**src/rtl/line_cmd_queue_if.sv**
```systemverilog
// line_cmd_queue_if: host command port and drawer port of the line command queue.
interface line_cmd_queue_if #(parameter int WIDTH = 13);
    logic             cmd_valid;
    logic             cmd_ready;
    logic [WIDTH-1:0] cmd_x0, cmd_y0, cmd_x1, cmd_y1;
    logic [2:0]       cmd_rgb;
    logic             flush;
    logic             start;
    logic [WIDTH-1:0] x0, y0, x1, y1;
    logic             red_out, green_out, blue_out;
    logic             sys_finish;
    logic             busy;
    logic             empty;
    logic [15:0]      lines_done;
    logic             cmd_err;
    modport master (
        output cmd_valid, cmd_x0, cmd_y0, cmd_x1, cmd_y1, cmd_rgb, flush, sys_finish,
        input  cmd_ready, start, x0, y0, x1, y1, red_out, green_out, blue_out, busy, empty,
               lines_done, cmd_err
    );
    modport slave (
        input  cmd_valid, cmd_x0, cmd_y0, cmd_x1, cmd_y1, cmd_rgb, flush, sys_finish,
        output cmd_ready, start, x0, y0, x1, y1, red_out, green_out, blue_out, busy, empty,
               lines_done, cmd_err
    );
endinterface

```
**src/rtl/line_cmd_queue.sv**
```systemverilog
// line_cmd_queue: FIFO of line commands issued one at a time to the drawer.
// Define LINE_CMD_CLIP_CHECK_EN to reject commands with endpoints outside XMAX x YMAX.
module line_cmd_queue #(
    parameter int WIDTH      = 13,
    parameter int DEPTH_LOG2 = 2,
    parameter int XMAX       = 320,
    parameter int YMAX       = 240
) (
    input logic clk,
    input logic reset,
    line_cmd_queue_if.slave bus
);
    localparam int DEPTH = 1 << DEPTH_LOG2;
    localparam int EW    = 4 * WIDTH + 3;
`ifdef LINE_CMD_CLIP_CHECK_EN
    localparam bit CLIP = 1'b1;
`else
    localparam bit CLIP = 1'b0;
`endif
    typedef enum logic [1:0] {IDLE, ISSUE, DRAW, RELEASE} state_t;
    state_t state, state_nx;
    logic [DEPTH_LOG2:0] wr_ptr, rd_ptr;
    logic [EW-1:0] mem [DEPTH];
    logic [EW-1:0] head;
    logic [15:0] count;
    logic full, accept, in_range, ok, push, pop, err_q;
    assign full = (wr_ptr ^ rd_ptr) == {1'b1, {DEPTH_LOG2{1'b0}}};
    assign in_range = bus.cmd_x0 < WIDTH'(XMAX) && bus.cmd_x1 < WIDTH'(XMAX) &&
                      bus.cmd_y0 < WIDTH'(YMAX) && bus.cmd_y1 < WIDTH'(YMAX);
    assign ok = !CLIP || in_range;
    assign accept = bus.cmd_valid && !full;
    // A flush discards any push landing in the same cycle.
    assign push = accept && ok && !bus.flush;
    assign pop = state == IDLE && !bus.empty && !bus.flush;
    assign bus.empty = wr_ptr == rd_ptr;
    assign bus.cmd_ready = !full;
    assign bus.lines_done = count;
    assign bus.cmd_err = err_q;
    assign {bus.red_out, bus.green_out, bus.blue_out, bus.x0, bus.y0, bus.x1, bus.y1} = head;
    always_comb begin
        state_nx = state == IDLE  ? (pop ? ISSUE : IDLE) :
                   state == ISSUE ? DRAW :
                   state == DRAW  ? (bus.sys_finish ? RELEASE : DRAW) :
                                    (bus.sys_finish ? RELEASE : IDLE);
        bus.start = state == ISSUE;
        bus.busy = state != IDLE;
    end
    always_ff @(posedge clk or negedge reset) begin
        if (!reset) begin
            state  <= IDLE;
            wr_ptr <= '0;
            rd_ptr <= '0;
            head   <= '0;
            count  <= '0;
            err_q  <= 1'b0;
        end else begin
            state <= state_nx;
            err_q <= accept && !ok;
            if (push) wr_ptr <= wr_ptr + 1'b1;
            if (bus.flush) rd_ptr <= wr_ptr;
            else if (pop) rd_ptr <= rd_ptr + 1'b1;
            if (pop) head <= mem[rd_ptr[DEPTH_LOG2-1:0]];
            if (state == DRAW && bus.sys_finish && count != 16'hFFFF) count <= count + 1'b1;
        end
    end
    always_ff @(posedge clk) begin
        if (push) mem[wr_ptr[DEPTH_LOG2-1:0]] <= {bus.cmd_rgb, bus.cmd_x0, bus.cmd_y0, bus.cmd_x1, bus.cmd_y1};
    end
endmodule

```
**src/flat_wrapper.sv**
```systemverilog
// flat-port wrapper written by rule: the top's interface ports become plain ports
module line_cmd_queue_flat 
#(
    parameter int WIDTH      = 13,
    parameter int DEPTH_LOG2 = 2,
    parameter int XMAX       = 320,
    parameter int YMAX       = 240
)
  (clk, reset, bus_cmd_valid, bus_cmd_x0, bus_cmd_y0, bus_cmd_x1, bus_cmd_y1, bus_cmd_rgb, bus_flush, bus_sys_finish, bus_cmd_ready, bus_start, bus_x0, bus_y0, bus_x1, bus_y1, bus_red_out, bus_green_out, bus_blue_out, bus_busy, bus_empty, bus_lines_done, bus_cmd_err);
  line_cmd_queue_if #(.WIDTH(WIDTH)) bus_i ();
  input logic clk;
  input logic reset;
  input wire logic [$bits(bus_i.cmd_valid)-1:0] bus_cmd_valid;
  input wire logic [$bits(bus_i.cmd_x0)-1:0] bus_cmd_x0;
  input wire logic [$bits(bus_i.cmd_y0)-1:0] bus_cmd_y0;
  input wire logic [$bits(bus_i.cmd_x1)-1:0] bus_cmd_x1;
  input wire logic [$bits(bus_i.cmd_y1)-1:0] bus_cmd_y1;
  input wire logic [$bits(bus_i.cmd_rgb)-1:0] bus_cmd_rgb;
  input wire logic [$bits(bus_i.flush)-1:0] bus_flush;
  input wire logic [$bits(bus_i.sys_finish)-1:0] bus_sys_finish;
  output wire logic [$bits(bus_i.cmd_ready)-1:0] bus_cmd_ready;
  output wire logic [$bits(bus_i.start)-1:0] bus_start;
  output wire logic [$bits(bus_i.x0)-1:0] bus_x0;
  output wire logic [$bits(bus_i.y0)-1:0] bus_y0;
  output wire logic [$bits(bus_i.x1)-1:0] bus_x1;
  output wire logic [$bits(bus_i.y1)-1:0] bus_y1;
  output wire logic [$bits(bus_i.red_out)-1:0] bus_red_out;
  output wire logic [$bits(bus_i.green_out)-1:0] bus_green_out;
  output wire logic [$bits(bus_i.blue_out)-1:0] bus_blue_out;
  output wire logic [$bits(bus_i.busy)-1:0] bus_busy;
  output wire logic [$bits(bus_i.empty)-1:0] bus_empty;
  output wire logic [$bits(bus_i.lines_done)-1:0] bus_lines_done;
  output wire logic [$bits(bus_i.cmd_err)-1:0] bus_cmd_err;
  assign bus_i.cmd_valid = bus_cmd_valid;
  assign bus_i.cmd_x0 = bus_cmd_x0;
  assign bus_i.cmd_y0 = bus_cmd_y0;
  assign bus_i.cmd_x1 = bus_cmd_x1;
  assign bus_i.cmd_y1 = bus_cmd_y1;
  assign bus_i.cmd_rgb = bus_cmd_rgb;
  assign bus_i.flush = bus_flush;
  assign bus_i.sys_finish = bus_sys_finish;
  assign bus_cmd_ready = bus_i.cmd_ready;
  assign bus_start = bus_i.start;
  assign bus_x0 = bus_i.x0;
  assign bus_y0 = bus_i.y0;
  assign bus_x1 = bus_i.x1;
  assign bus_y1 = bus_i.y1;
  assign bus_red_out = bus_i.red_out;
  assign bus_green_out = bus_i.green_out;
  assign bus_blue_out = bus_i.blue_out;
  assign bus_busy = bus_i.busy;
  assign bus_empty = bus_i.empty;
  assign bus_lines_done = bus_i.lines_done;
  assign bus_cmd_err = bus_i.cmd_err;
  line_cmd_queue #(.WIDTH(WIDTH), .DEPTH_LOG2(DEPTH_LOG2), .XMAX(XMAX), .YMAX(YMAX)) u_core (.clk(clk), .reset(reset), .bus(bus_i));
endmodule
```
**config.mk**
```make
export PLATFORM = sky130hd
export DESIGN_NAME = line_cmd_queue_flat
export DESIGN_NICKNAME = d
export VERILOG_FILES = /design/src/rtl/line_cmd_queue_if.sv /design/src/rtl/line_cmd_queue.sv /design/src/flat_wrapper.sv
export SDC_FILE = /design/constraint.sdc
export NUM_CORES = 1
export LEC_CHECK = 0
export ABC_AREA = 1
export BUFFER_PORTS_ARGS = -buffer_cell sky130_fd_sc_hd__buf_4
export CAP_MARGIN = 15
export CORE_MARGIN = 2
export CORE_UTILIZATION = 50
export CTS_CLUSTER_DIAMETER = 100
export CTS_CLUSTER_SIZE = 10
export DETAILED_ROUTE_END_ITERATION = 8
export PLACE_DENSITY = 0.69
export SYNTH_ARGS = -nofsm -noshare
export SYNTH_HDL_FRONTEND = slang
export SYNTH_SLANG_ARGS = --single-unit
```
**constraint.sdc**
```tcl
create_clock -name clk -period 5.15 [get_ports clk]
set_input_delay 0.2575 -clock clk [delete_from_list [all_inputs] [get_ports clk]]
set_output_delay 0.2575 -clock clk [all_outputs]
set_load 0.005 [all_outputs]
```
# After elaboration in Yosys (flattened, before gate mapping)
# Memories as Yosys holds them, arrays and structs flattened. A register that Yosys moved wholly into a read port is not among the register bits.
# Cells that the tools add are included.
word_totals:
  n_memories: 1
  ram_bits: 220
  word_cells: 37
  inputBits: 60
  register_bits: 24
  output_inout_bits: 76
classes:
  n_mux: 10
  bitwise: 1
  n_eq_ne: 5
  reduce_logical: 13
  n_addsub: 3
memory_table:
  columns: ["memory", "depth", "width", "read_ports", "rd_ports_with_merged_regs", "write_ports", "line_no", "source"]
  rows:
  - ["u_core.mem", 4, 55, 1, 1, 1, "line_cmd_queue.sv:23", "logic [EW-1:0] mem [DEPTH];"]
op_table:
  columns: ["cell", "count"]
  rows:
  - ["16-bit by 1-bit adder with 16-bit output (second input constant)", 1]
  - ["16-bit != test (second input constant)", 1]
  - ["2-bit 2-to-1 mux", 4]
  - ["3-bit by 1-bit adder with 3-bit output (second input constant)", 2]
  - ["1-bit logical AND", 6]
  - ["3-bit 2-to-1 mux", 2]
  - ["1-bit zero test", 4]
  - ["1-bit 2-to-1 mux", 4]
  - ["2-bit nonzero test", 2]
  - ["3-bit == test", 1]
  - ["3-bit == test (second input constant)", 1]
  - ["3-bit bitwise XOR", 1]
  - ["2-bit by 1-bit == test with 1-bit output (second input constant)", 1]
  - ["2-bit == test (second input constant)", 1]
  - ["2-bit zero test", 1]

# Depth between registers and ports, before layout
depth:
  depth_word: 7
  mapped_depth: 10
  ltp_nobuf: 8

# Least setup slack after synthesis
# Ideal clock, no wire load.
synth_timing:
  path_type: "flip-flop to flip-flop"
  from: "register u_core.rd_ptr[0]"
  to: "memory u_core.mem[0][0] (netlist name), enable pin"
  n_path_buf: 1
  setup_slack_ps: 1342
  setup_ps: 468
  period_less_slack_ps: 3808
  stages_incl_launch_ff: 7
  arrival_time_ps: 3340
  cell_sequence: "dfrtp_1 > buf_2 > nand2_1 > nand2_1 > nand3_1 > nand3_1 > nor2_1"
synth_between:
  elab_chain_len: 7
synth_lines:
  columns: ["element", "line_no", "source"]
  rows:
  - ["start: declaration", "line_cmd_queue.sv:22", "logic [DEPTH_LOG2:0] wr_ptr, rd_ptr;"]
  - ["start signal: assignment", "line_cmd_queue.sv:60", "if (bus.flush) rd_ptr <= wr_ptr;"]
  - ["start signal: assignment", "line_cmd_queue.sv:61", "else if (pop) rd_ptr <= rd_ptr + 1'b1;"]
  - ["3-bit bitwise XOR", "line_cmd_queue.sv:27", "assign full = (wr_ptr ^ rd_ptr) == {1'b1, {DEPTH_LOG2{1'b0}}};"]
  - ["3-bit == test", "line_cmd_queue.sv:27", null]
  - ["1-bit zero test", null, null]
  - ["via bus_cmd_ready", "flat_wrapper.sv:21", "output wire logic [$bits(bus_i.cmd_ready)-1:0] bus_cmd_ready;"]
  - ["1-bit logical AND", "line_cmd_queue.sv:31", "assign accept = bus.cmd_valid && !full;"]
  - ["1-bit logical AND", "line_cmd_queue.sv:33", "assign push = accept && ok && !bus.flush;"]
  - ["1-bit 2-to-1 mux", "line_cmd_queue.sv:67", "if (push) mem[wr_ptr[DEPTH_LOG2-1:0]] <= {bus.cmd_rgb, bus.cmd_x0, bus.cmd_y0, bus.cmd_x1, bus.cmd_y1};"]
  - ["1-bit 2-to-1 mux (implied by the code)", "line_cmd_queue.sv:67", null]
  - ["end: declaration", "line_cmd_queue.sv:23", null]
# The timed path passes the listed nets, and every way through them passes these cells.

# Worst setup path after layout
layout_timing:
  from: "register u_core.rd_ptr[0]"
  to: "memory u_core.mem[3][37] (netlist name), enable pin"
layout_between:
  elab_chain_len: 7
layout_lines:
  columns: ["element", "line_no"]
  rows:
  - ["3-bit bitwise XOR", "line_cmd_queue.sv:27"]
  - ["3-bit == test", "line_cmd_queue.sv:27"]
  - ["1-bit zero test", "line_cmd_queue.sv:31"]
  - ["1-bit logical AND", "line_cmd_queue.sv:31"]
  - ["1-bit logical AND", "line_cmd_queue.sv:33"]
  - ["1-bit 2-to-1 mux", "line_cmd_queue.sv:67"]
  - ["1-bit 2-to-1 mux (implied by the code)", "line_cmd_queue.sv:67"]
# Every way passes these cells.

==> flow_metrics.py <==
metrics = {
    "run_status": {
        "status": "finished clean",
    },
    "global_routing": {
        "grt_pass1_vias": 9001,
        "track_usage_pct": 21.5,
        "grtUsageMet3_pct": 3.55,
        "grt_max_degree": 111,
        "met2_usage_pct": 37.1,
        "met1_usage_pct": 28.1,
        "grt_overflow": 0,
        "grt_busiest_layer": "met2",
        "antenna_found_initial": 0,
        "grt_pass1_wl_um": 45700,
    },
    "run": {
        "maxCapViolCount": 0,
    },
    "timing": {
        "rsz0062_at_grt": "no",
        "fmax_mhz": 330,
        "slew_headroom_pct": 19.1,
        "fin_crit_ns": 3.03,
        "timing.final.crit_share_pct": 58.9,
        "fin_setup_tns_ns": 0,
        "tightest_slew_ns": 1.21,
        "finalMaxSlewViolations": 0,
        "setup_viol": 0,
        "clock_skew_ns": 0.0182,
        "finalHoldViolCount": 0,
    },
    "route": {
        "wl_per_cell_um": 15.3,
        "vias_per_cell": 4.96,
        "detailedRoute.firstPassIterationCount": 5,
        "finalWirelength_um": 28800,
        "drtIter0Drc": 681,
        "num_vias": 9335,
        "drc": 0,
        "antenna_left": 0,
    },
    "floorplanning": {
        "start_util_pct": 50.4,
        "die_area_mm2": 0.0274,
        "die_w_um": 165,
        "core_area_mm2": 0.0258,
        "die_y_um": 165,
        "io_pins": 136,
        "rows": 59,
    },
    "logic_synthesis": {
        "netlist_area_mm2": 0.0130,
        "postSynthNetCount": 1410,
        "synth_warnings": 0,
        "ys_types": 23,
        "synth_edf_count": 220,
        "async_flop_share_pct": 26.4,
        "seq_area_frac_synth_pct": 65.9,
        "ys.flop_type": "edfxtp_1",
        "syn_avg_cell_area_um2": 9.70,
        "synth_seq_cells": 299,
        "synthCells": 1344,
    },
    "setup_path": {
        "cp_data_arrival_time_ns": 3.16,
        "rr_worst_depth": 6,
        "r2r_slack_ns": 2.12,
        "r2r-end": "u_core.mem[3][37]$_DFFE_PP_",
        "rr_startpoint": "u_core.rd_ptr[0]$_DFFE_PN0P_",
        "cp-end-kind": "flop",
        "crit_type": "reg -> reg",
        "cp-start-kind": "flop",
        "crit_path_max_fanout": 42,
        "worstPathRequired_ns": 5.27,
    },
    "finish": {
        "n_fill_cell": 2116,
        "layout-drive-gt1-share_pct": 12.7,
        "regArea_mm2": 0.00859,
        "mostFrequentLayoutCell": "nand2_1",
        "multi_input_area_mm2": 0.00325,
        "final_nets": 1587,
        "layout_common_cells": "nand2_1 (482), inv_1 (248), edfxtp_1 (220)",
        "n_antenna_cell": 0,
        "syn2layout_area_growth_pct": 22.0,
    },
    "pwr": {
        "total_power_uw": 8000,
        "irDropWorstVdd_v": 0.000275,
        "p_leak_uw": 0.00754,
        "powerDensity_mw_per_mm2": 503,
    },
    "clock_tree": {
        "h-tree-depth": 2,
        "clock-sinks": 299,
        "cts_tree": "yes",
        "cts.clk_slew.worst_paths_ns": 0.05,
        "clk_path_buf_depth": 3,
        "cts_setup_buffers": 0,
        "cts_root_buf": "clkbuf_16",
        "numCtsBuffers": 35,
        "clk_latency_ns": 0.50,
    },
    "worst_hold_path": {
        "worstHoldEndpoint": "u_core.wr_ptr[2]$_DFFE_PN0P_",
        "holdPathStages": 3,
        "hp-class": "in -> reg",
        "hp-start": "bus_cmd_valid",
    },
    "placed_design": {
        "gp_congestion": 0.842,
        "place_hpwl_um": 15900,
        "port_buffers": 134,
    },
}
-- layer usage --
metal | vias up | routed length [µm]
met5 | - | 0
met4 | 0 | 529
met2 | 247 | 14400
li1 | 4617 | -
met3 | 34 | 1640
met1 | 4437 | 12300
-- cells in the mapped netlist, types with 6 or more instances --
library cell  number  share of area (%)
nand2_1          482                 14
inv_1            249                7.2
edfxtp_1         220                 51
nand3_1          126                4.8
dfrtp_1           79                 15
nand4_1           65                3.1
buf_2             32                1.2
nor2_1            30               0.86
clkbuf_1          19               0.55
o21ai_0            8               0.31
ha_1               6               0.58
-- area by class of cell --
type | instances | share of cell area, %
timing repair buffer | 202 | 10.6
inverter | 251 | 5.94
multi-input combinational | 732 | 20.4
sequential | 299 | 54.0
tap | 335 | 2.64
clock buffer | 62 | 6.41
-- repair_timing --
item | CTS | global route
hold buffers | 56 | 1
resized for setup | 0 | 0
endpoints found under the hold margin | 221 | 17
-- stage by stage --
stage	worst slack, ns	utilization, %	area (µm²)	hold slack [ns]	std cells
global route	1.89	61.5	15900	0.0679	1881
CTS	2.09	61.4	15900	0.00252	1879
floorplan	1.34	-	13000	-0.0381	1344
global placement	2.21	55.3	14300	0.456	1761
finish	2.12	61.5	15900	0.0656	1881
detailed placement	2.11	55.3	14300	0.460	1761
-- power by group --
part,switching (µW),total (µW),internal [µW]
logic,1590,2480,886
clock network,882,2210,1330
registers,265,3310,3050
total,2740,8000,5270
-- worst max-delay path by stage --
| stage | start | endpoint | slack (ns) | cells after the start |
|---|---|---|---|---|
| global route | u_core.rd_ptr[0]$_DFFE_PN0P_ | u_core.mem[3][26]$_DFFE_PP_ | 1.89 | 6 |
| finish | u_core.rd_ptr[0]$_DFFE_PN0P_ | u_core.mem[3][37]$_DFFE_PP_ | 2.12 | 6 |
| floorplan | u_core.rd_ptr[0]$_DFFE_PN0P_ | u_core.mem[0][0]$_DFFE_PP_ | 1.34 | 6 |
| CTS | u_core.rd_ptr[0]$_DFFE_PN0P_ | u_core.mem[2][37]$_DFFE_PP_ | 2.09 | 6 |
| global placement | u_core.rd_ptr[0]$_DFFE_PN0P_ | u_core.mem[3][35]$_DFFE_PP_ | 2.21 | 6 |
| detailed placement | u_core.rd_ptr[0]$_DFFE_PN0P_ | u_core.mem[2][34]$_DFFE_PP_ | 2.11 | 6 |
-- kinds of logic after synthesis --
family          synth area share [%]
compound gates                 0.307
other cells                   0.0288
fa+ha+maj                      0.576
simple gates                    23.1
buf+inv                         9.67
xor+xnor                       0.470
flops                           65.9
-- critical path, cell delays in order, from the launching register on --
cell,delay (ns)
dfrtp_4,0.61
nand2_1,0.10
nand2_1,0.11
nand3_1,0.19
nand3_1,0.43
nor2_4,0.56
buf_4,0.62
-- flip-flops by register name (all words and copies together), names as in the netlist --
signal and flops:
u_core.bus.lines_done 16, u_core.head 55, u_core.mem 220, u_core.wr_ptr 3, u_core.rd_ptr 3, u_core.state 2
Power figures use the tool's default switching activity.
